File: src/rtl/prio_enc_pkg.sv
// prio_enc_pkg: shared types and helpers for the registered priority encoder.
//   pe_state_t  - grant FSM state (PE_IDLE, PE_HOLD)
//   DROP_CNT_W  - width of the saturating drop counter
//   onehot()    - binary index to one-hot decode, shared with the 2-to-4 decoder
package prio_enc_pkg;

    typedef enum logic [0:0] {
        PE_IDLE = 1'b0,
        PE_HOLD = 1'b1
    } pe_state_t;

    localparam int DROP_CNT_W   = 8;

    // The decode is sized for the widest supported request vector (32 lines);
    // callers size-cast the result down to their own line count.
    localparam int ONEHOT_W     = 32;
    localparam int ONEHOT_IDX_W = 5;

    function automatic logic [ONEHOT_W-1:0] onehot(input logic [ONEHOT_IDX_W-1:0] idx);
        onehot = 32'd1 << idx;
    endfunction

endpackage

File: src/rtl/prio_enc_comb.sv
// prio_enc_comb: purely combinational N-to-W priority encoder.
// Bit 0 has the highest priority (lowest set index wins).
//   vec - input request vector (N bits)
//   idx - index of the lowest set bit, 0 when vec is all zero
//   any - 1 when at least one bit of vec is set
module prio_enc_comb #(
    parameter int N = 4,
    parameter int W = $clog2(N)
) (
    input  logic [N-1:0] vec,
    output logic [W-1:0] idx,
    output logic         any
);

    // Scan from the top down so the lowest set bit is the last one written.
    always_comb begin
        idx = {W{1'b0}};
        for (int i = N - 1; i >= 0; i--) begin
            idx = vec[i] ? W'(i) : idx;
        end
    end

    // Any-request flag.
    assign any = |vec;

endmodule

File: src/rtl/prio_encoder.sv
// prio_encoder: registered priority encoder with sticky pending requests.
// Requests latch into a pending register; the lowest-index eligible line is
// presented on out_idx with out_valid and held stable until out_ready accepts
// it. The accepted line is cleared by one-hot decoding the granted index.
// Optional feature macro: PRIO_ENC_MASK_EN adds the mask input; masked lines
// still set and hold pend but are never selected.
// Ports:
//   clk       - clock, rising edge
//   reset_    - asynchronous active-low reset
//   req       - N request strobes, a one-cycle pulse sets the pending bit
//   mask      - N line blocks (only with PRIO_ENC_MASK_EN)
//   out_ready - consumer accepts out_idx when out_valid & out_ready
//   out_valid - out_idx holds a granted request (registered)
//   out_idx   - binary index of the granted request (registered)
//   pend      - pending register, for status/debug
//   drop_cnt  - saturating count of cycles in which a request coalesced
module prio_encoder
    import prio_enc_pkg::*;
#(
    parameter int N = 4,
    localparam int W = $clog2(N)
) (
    input  logic                  clk,
    input  logic                  reset_,
    input  logic [N-1:0]          req,
`ifdef PRIO_ENC_MASK_EN
    input  logic [N-1:0]          mask,
`endif
    input  logic                  out_ready,
    output logic                  out_valid,
    output logic [W-1:0]          out_idx,
    output logic [N-1:0]          pend,
    output logic [DROP_CNT_W-1:0] drop_cnt
);

    pe_state_t             state_r;
    pe_state_t             state_n;
    logic                  valid_r;
    logic                  valid_n;
    logic [W-1:0]          idx_r;
    logic [W-1:0]          idx_n;
    logic [N-1:0]          pend_r;
    logic [DROP_CNT_W-1:0] drop_r;
    logic [DROP_CNT_W-1:0] drop_n;

    logic                  hs_s;
    logic [N-1:0]          clr_s;
    logic [N-1:0]          pend_n_s;
    logic [N-1:0]          elig_s;
    logic [W-1:0]          enc_s;
    logic                  any_s;
    logic                  drop_hit_s;

    assign hs_s  = valid_r & out_ready;
    assign clr_s = hs_s ? N'(onehot(ONEHOT_IDX_W'(idx_r))) : {N{1'b0}};

    // Set wins over clear: a request arriving on the line being accepted keeps it pending.
    assign pend_n_s = (pend_r & ~clr_s) | req;

`ifdef PRIO_ENC_MASK_EN
    assign elig_s = pend_n_s & ~mask;
`else
    assign elig_s = pend_n_s;
`endif

    // A request landing on a line that is already pending and not being cleared is lost.
    assign drop_hit_s = |(req & pend_r & ~clr_s);

    prio_enc_comb #(
        .N (N),
        .W (W)
    ) u_enc (
        .vec (elig_s),
        .idx (enc_s),
        .any (any_s)
    );

    // Grant FSM: load a new index from IDLE or on a handshake, otherwise hold.
    always_comb begin
        state_n = state_r;
        valid_n = valid_r;
        idx_n   = idx_r;
        case (state_r)
            PE_IDLE: begin
                if (any_s) begin
                    state_n = PE_HOLD;
                    valid_n = 1'b1;
                    idx_n   = enc_s;
                end else begin
                    state_n = PE_IDLE;
                    valid_n = 1'b0;
                end
            end
            PE_HOLD: begin
                if (hs_s) begin
                    if (any_s) begin
                        state_n = PE_HOLD;
                        valid_n = 1'b1;
                        idx_n   = enc_s;
                    end else begin
                        state_n = PE_IDLE;
                        valid_n = 1'b0;
                    end
                end else begin
                    // No pre-emption: the held index stays put until accepted.
                    state_n = PE_HOLD;
                    valid_n = 1'b1;
                end
            end
            default: begin
                state_n = PE_IDLE;
                valid_n = 1'b0;
            end
        endcase
    end

    // Saturating drop counter next value.
    always_comb begin
        drop_n = drop_r;
        if (drop_hit_s && (drop_r != {DROP_CNT_W{1'b1}})) begin
            drop_n = drop_r + {{(DROP_CNT_W-1){1'b0}}, 1'b1};
        end else begin
            drop_n = drop_r;
        end
    end

    // State, grant, pending and drop registers.
    always_ff @(posedge clk or negedge reset_) begin
        if (!reset_) begin
            state_r <= PE_IDLE;
            valid_r <= 1'b0;
            idx_r   <= {W{1'b0}};
            pend_r  <= {N{1'b0}};
            drop_r  <= {DROP_CNT_W{1'b0}};
        end else begin
            state_r <= state_n;
            valid_r <= valid_n;
            idx_r   <= idx_n;
            pend_r  <= pend_n_s;
            drop_r  <= drop_n;
        end
    end

    assign out_valid = valid_r;
    assign out_idx   = idx_r;
    assign pend      = pend_r;
    assign drop_cnt  = drop_r;

endmodule

File: config.mk
export PLATFORM = sky130hd
export DESIGN_NAME = prio_encoder
export DESIGN_NICKNAME = d
export VERILOG_FILES = /design/src/rtl/prio_enc_pkg.sv /design/src/rtl/prio_enc_comb.sv /design/src/rtl/prio_encoder.sv
export SDC_FILE = /design/constraint.sdc
export NUM_CORES = 1
export LEC_CHECK = 0
export BUFFER_PORTS_ARGS = -buffer_cell sky130_fd_sc_hd__buf_4
export CAP_MARGIN = 20
export CORE_ASPECT_RATIO = 1.2
export CORE_MARGIN = 3
export CORE_UTILIZATION = 45
export CTS_CLUSTER_DIAMETER = 50
export DETAILED_ROUTE_END_ITERATION = 8
export PLACE_DENSITY_LB_ADDON = 0.12
export SYNTH_ARGS = -nofsm -noshare
export SYNTH_HDL_FRONTEND = slang
export SYNTH_SLANG_ARGS = --single-unit
File: constraint.sdc
create_clock -name clk -period 5 [get_ports clk]
set_input_delay 0.5 -clock clk [delete_from_list [all_inputs] [get_ports clk]]
set_output_delay 0.5 -clock clk [all_outputs]
set_load 0.005 [all_outputs]
==> results.md, run 1 <==
* Final ANT Viol Nets at 0
* Synth async-reset ratio at 1.00
* Total placed cells including tap cells at 104
* CP Buf/Inv Count at 0
* Initial standard-cell utilization of the core at 0.497
* Most frequent standard cell in the layout excluding fill and tap cells: buf_4
* Final Routed Wirelength at 1420 µm
* Number of DRC markers in iteration 0 at 8
* Crit. Startpoint: out_idx[1]$_DFFE_PN0P_
* Number of global-route vias before repair at 540
* Fraction of final layout cells with drive strength greater than 1 at 0.352
* CTS tree: done
* Cell with the largest stage delay on the worst path: dfrtp_1
* Initial antenna violation count at 0
* Global-route wire length before repair at 2310 µm
* Delay of the slowest cell on the worst path at 0.44 ns
* Port bufs at 21
* PostCTS Resize Cnt at 0
* Launching point of the worst reg2reg path: out_idx[1]$_DFFE_PN0P_
* Per-instance average area after synthesis at 11.1 µm²
* Critical path capture point type: flop
* Antenna diodes at 0
* Slew at the pin closest to its max-slew limit at 0.334 ns
* Startpoint Class: flop
* Total power consumption of the routed design at 0.000437 W
* Worst path top cell family by delay: compound AO/OA/AOI/OAI gates
* Width of the die at 43.2 µm
* Outcome: finished, final reports clean
* Root buf cell: clkbuf_4
* Met2 usage in global routing at 0.239
* Pin count of the biggest net entering global routing at 16
* Count of vias placed by the detailed router at 580
* Total negative slack for setup checks at 0 ns
* Peak clock frequency supported by timing at 598 MHz
* Die area at 2190 µm²
* Max Cap Viol at 0
* Classification of the worst setup path: flop to flop
* Final #Nets at 100
* Final routed wire length divided by cell count at 13.2 µm
* CP arrival at 1.85 ns
* Top library cells by usage in the layout, fill and taps aside: buf_4 (21), dfrtp_1 (15), a21oi_1 (7)
* HPWL after DPL at 1110 µm
* Largest buffer count on any clock path at 2
* Yosys warns at 0
* Crit-path max FO at 7
* Gate count of the mapped netlist at 67
* Minimum period implied by the final worst setup slack at 1.67 ns
* Number of DRC violations after detailed routing at 0
* Peak-usage layer in the global routing report: met2
* Average via count per standard cell at 5.37
* Total track usage at 0.140
* Number of buffers added to fix hold violations after cts at 0
* Maximum level of the CTS H-tree at 1
* P per Cell Area at 465 nW/µm²
* TritonCTS Sinks at 15
* Number of cell rows at 15
* Layout area overhead at 26.0%
* Met1 Usage GRT at 0.162
* RD Place Congestion at 0.761
* CP cell instances: nand4b_1 -> a32o_2 -> a2bb2o_4 -> mux2_4
* Max VDD drop at 0.315 mV
* Kind of path behind the tightest hold check: primary input to async pin
* Filler cells at 136
* Worst skew pair latency at 0.28 ns
* Unrepaired setup endpoints after global routing: no
* Setup Fix Bufs, Post-CTS at 0
* Count of different cell masters after synthesis at 27
* Met3 Resource Use GR at 0.0251
* Final setup violation count at 0
* Setup clock skew after layout at 0.00137 ns
* Detailed-routing iteration count for the pre-antenna-repair pass at 4
* Period utilization at 0.335
* Total I/O pin count at 22
* Static Leakage at 0.407 nW
* Number of synthesized flops with an enable pin at 0
* Placeable core area at 1500 µm²
* Final hold vios at 0
* Max Slew Vio Count at 0
* Vertical die dimension at 50.6 µm
* Final Non-Filler Cells at 108
* CTS clock-pin slew for the worst setup and hold paths at 0.08 ns
* Final cell utilization of the core at 0.627
* Sequential-to-total area share from yosys stat at 0.503
* Dominant synthesized flop cell: dfrtp_1
* Total CTS buffers at 3
* Number of synthesized register bits at 15
* Required time of the critical path at 5.17 ns
* Cell area after synthesis at 747 µm²
* Net count after synthesis at 75
* Overflow left after global routing at 0
* Normalized max-slew margin at 0.778
-- synth_stat cells (2+ instances only) --
cell type  instances  area share
nor3_1             2       0.013
xor2_1             4       0.047
o22a_1             2       0.023
nor2_1             6       0.030
nand4b_1           2       0.023
dfrtp_1           15        0.50
nand2_1            3       0.015
inv_1              3       0.015
nand3_1            3       0.020
and2_1             2       0.017
inv_2              2       0.010
nor2b_1            2       0.017
a21oi_1            7       0.047
-- where the power goes --
group	internal, W	switching, W	total (W)
sequential	0.000159	0.0000408	0.000200
combinational	0.0000981	0.0000716	0.000170
clock	0.0000310	0.0000366	0.0000676
-- final timing paths --
path | depth (start not counted) | slack, ns | endpoint
worst max-delay path | 4 | 3.33 | drop_cnt[1]$_DFFE_PN0P_
worst min-delay path | 1 | 0.06 | out_idx[1]$_DFFE_PN0P_
worst max register to register | 4 | 3.33 | drop_cnt[1]$_DFFE_PN0P_
worst min register to register | 1 | 0.51 | drop_cnt[5]$_DFFE_PN0P_
max in group asynchronous | 1 | 4.77 | drop_cnt[0]$_DFFE_PN0P_
min in group clk | 3 | 0.43 | pend[1]$_DFF_PN0_
-- state kept, by name, indices dropped and copies added, names as in the netlist --
signal and flops:
drop_cnt 8, out_idx 2, out_valid 1, pend 4
-- cells by family after synthesis --
family,after synthesis,synth area share
muxes,2,0.0335
adders and majority gates,1,0.0167
AOI/OAI and AO/OA,13,0.137
DFF,15,0.503
xor gates and xnor gates,5,0.0586
and+or+nand+nor,25,0.211
buffers and inverters,6,0.0402
-- per-stage QoR --
stage	instance area (µm²)	hold WS [ns]	setup WS [ns]
final	941	0.0562	3.33
after global routing	941	0.0550	3.27
after CTS	941	0.0589	3.32
after detailed placement	915	0.366	3.25
after global placement	915	0.363	3.28
after floorplan	747	0.204	3.36
-- area by class of cell --
class | instances | area (µm²) | share of cell area
multi-input cells | 46 | 342 | 0.363
repair buffers | 21 | 158 | 0.168
well taps | 17 | 21.3 | 0.0226
clock buffers | 4 | 26.3 | 0.0279
flip-flops and latches | 15 | 375 | 0.399
inverters | 5 | 18.8 | 0.0199
-- per-layer routing --
layer | wire length (µm) | vias to the layer above
met2 | 703 | 19
met3 | 88 | 5
met5 | 0 | -
met4 | 37 | 0
met1 | 594 | 268
li1 | - | 288
No activity file was read; power rests on OpenSTA's default activity.
==> inputs of run 2 (changes only) <==
Clock period 5 ns to 1.75 ns, I/O delays scaled along.
==> results.md, run 2 (synthesis results as in run 1) <==
* Outcome: finished, final reports clean
* Static Leakage at 0.420 nW
* Peak clock frequency supported by timing at 604 MHz
* Placeable core area at 1500 µm²
* Final Routed Wirelength at 1420 µm
* Period utilization at 0.946
* Total power consumption of the routed design at 0.00126 W
* RD Place Congestion at 0.767
* Final routed wire length divided by cell count at 12.9 µm
* Total CTS buffers at 3
* Overflow left after global routing at 0
* Amount of wire on met2 after detailed routing at 757 µm
* Kind of path behind the tightest hold check: primary input to flop
* Count of vias placed by the detailed router at 586
* Largest buffer count on any clock path at 2
* Total track usage at 0.156
* Hold-critical path depth at 3
* Number of DRC markers in iteration 0 at 1
* Total I/O pin count at 22
* Unrepaired setup endpoints after global routing: no
* Port bufs at 21
* Met3 wire len at 79 µm
* Max VDD drop at 0.832 mV
* HPWL after DPL at 1120 µm
* Number of global-route vias before repair at 627
* Minimum period implied by the final worst setup slack at 1.66 ns
* Number of cells on the worst reg-to-reg path at 4
* Detailed-routing iteration count for the pre-antenna-repair pass at 3
* Initial standard-cell utilization of the core at 0.497
* Detailed-routing wirelength on met1 at 545 µm
* Internal reg-to-reg setup slack at 0.09 ns
* Max Slew Vio Count at 0
* Max FFs per register at 8
* Fraction of final layout cells with drive strength greater than 1 at 0.366
* Average via count per standard cell at 5.33
* CTS clock-pin slew for the worst setup and hold paths at 0.08 ns
* Worst skew pair latency at 0.28 ns
* Required time of the critical path at 1.92 ns
* P per Cell Area at 1310 nW/µm²
* Instance area at placement at 922 µm²
* Layout area overhead at 28.5%
* Antenna diodes at 0
* Final #Nets at 102
* Most frequent standard cell in the layout excluding fill and tap cells: buf_4
* Maximum level of the CTS H-tree at 1
* Uppermost routed layer: met4
* Min-Delay Startpoint: req[1]
* TritonCTS Sinks at 15
* Critical path capture point type: flop
* Slew at the pin closest to its max-slew limit at 0.307 ns
* Die area at 2190 µm²
* Initial antenna violation count at 0
* Terminus of the critical flop-to-flop path: drop_cnt[1]$_DFFE_PN0P_
* Normalized max-slew margin at 0.795
* Final hold vios at 0
* Width of the die at 43.2 µm
* CTS tree: done
* Total negative slack for setup checks at 0 ns
* Vertical die dimension at 50.6 µm
* Root buf cell: clkbuf_4
* Final ANT Viol Nets at 0
* Startpoint Class: flop
* Crit-path max FO at 7
* Setup clock skew after layout at 0.00389 ns
* Final setup violation count at 0
* Worst Hold Endpoint: pend[1]$_DFF_PN0_
* Launching point of the worst reg2reg path: out_idx[1]$_DFFE_PN0P_
* PostCTS Resize Cnt at 0
* Number of DRC violations after detailed routing at 0
* Classification of the worst setup path: flop to flop
* Pin count of the biggest net entering global routing at 16
* Number of cell rows at 15
* Final design area excluding fillers at 960 µm²
* Max Cap Viol at 0
* Top library cells by usage in the layout, fill and taps aside: buf_4 (22), dfrtp_1 (15), a21oi_1 (7)
* CP arrival at 1.83 ns
* Global-route wire length before repair at 2590 µm
## run 2: cell count changes in the layout (fill, tap and decap cells not counted)
cell           before  now
buf_4              21   22
clkbuf_1            1    0
clkinv_2            0    1
dlygate4sd3_1       0    1
## run 2: repair_timing
| action | 4_1_cts | 5_1_grt |
|---|---|---|
| endpoints found under the hold margin | 15 | 0 |
| buffers inserted | 0 | 0 |
| hold buffers | 1 | 0 |
## run 2: worst max-delay path, cell delays in order, from the launching register on
cell	delay [ns]
dfrtp_1	0.43
nand4bb_1	0.22
a32o_2	0.30
a2bb2o_4	0.29
mux2_4	0.31
## run 2: report_power, final
part / switching [W] / leakage, nW / internal, W
sequential: 0.000116 / 0.164 / 0.000454
combinational: 0.000211 / 0.238 / 0.000285
clock: 0.000104 / 0.0177 / 0.0000848
total: 0.000431 / 0.420 / 0.000824
## run 2: routing by layer
metal,GRT usage,up-vias
met2,0.296,16
met3,0.0215,4
met4,0.0754,0
met5,0,-
met1,0.161,276
li1,-,290
## run 2: how the worst max path moves through the flow
| stage | slack (ns) | from | cells past startpoint | to |
|---|---|---|---|---|
| after floorplan | 0.11 | out_idx[1]$_DFFE_PN0P_ | 5 | drop_cnt[1]$_DFFE_PN0P_ |
| after global placement | 0.13 | out_idx[1]$_DFFE_PN0P_ | 4 | drop_cnt[1]$_DFFE_PN0P_ |
| after detailed placement | 0.10 | out_idx[1]$_DFFE_PN0P_ | 4 | drop_cnt[1]$_DFFE_PN0P_ |
| after CTS | 0.09 | out_idx[1]$_DFFE_PN0P_ | 4 | drop_cnt[1]$_DFFE_PN0P_ |
| after global routing | 0.04 | out_idx[1]$_DFFE_PN0P_ | 4 | drop_cnt[1]$_DFFE_PN0P_ |
| final | 0.09 | out_idx[1]$_DFFE_PN0P_ | 4 | drop_cnt[1]$_DFFE_PN0P_ |
## run 2: cell type report
type                    instances  area [µm²]
fillers                       142         542
flip-flops and latches         15         375
multi-input cells              46         342
repair buffers                 23         175
clock buffers                   3        22.5
well taps                      17        21.3
inverters                       5        18.8
clock inverters                 1        5.00
## run 2: stage by stage
step | utilization | worst slack (ns) | hold slack [ns] | std cells
after floorplan | - | 0.108 | -0.121 | 67
after global placement | 0.614 | 0.134 | 0.0362 | 105
after detailed placement | 0.614 | 0.102 | 0.0374 | 105
after CTS | 0.639 | 0.0925 | 0.0917 | 110
after global routing | 0.639 | 0.0373 | 0.0928 | 110
final | 0.639 | 0.0940 | 0.0970 | 110
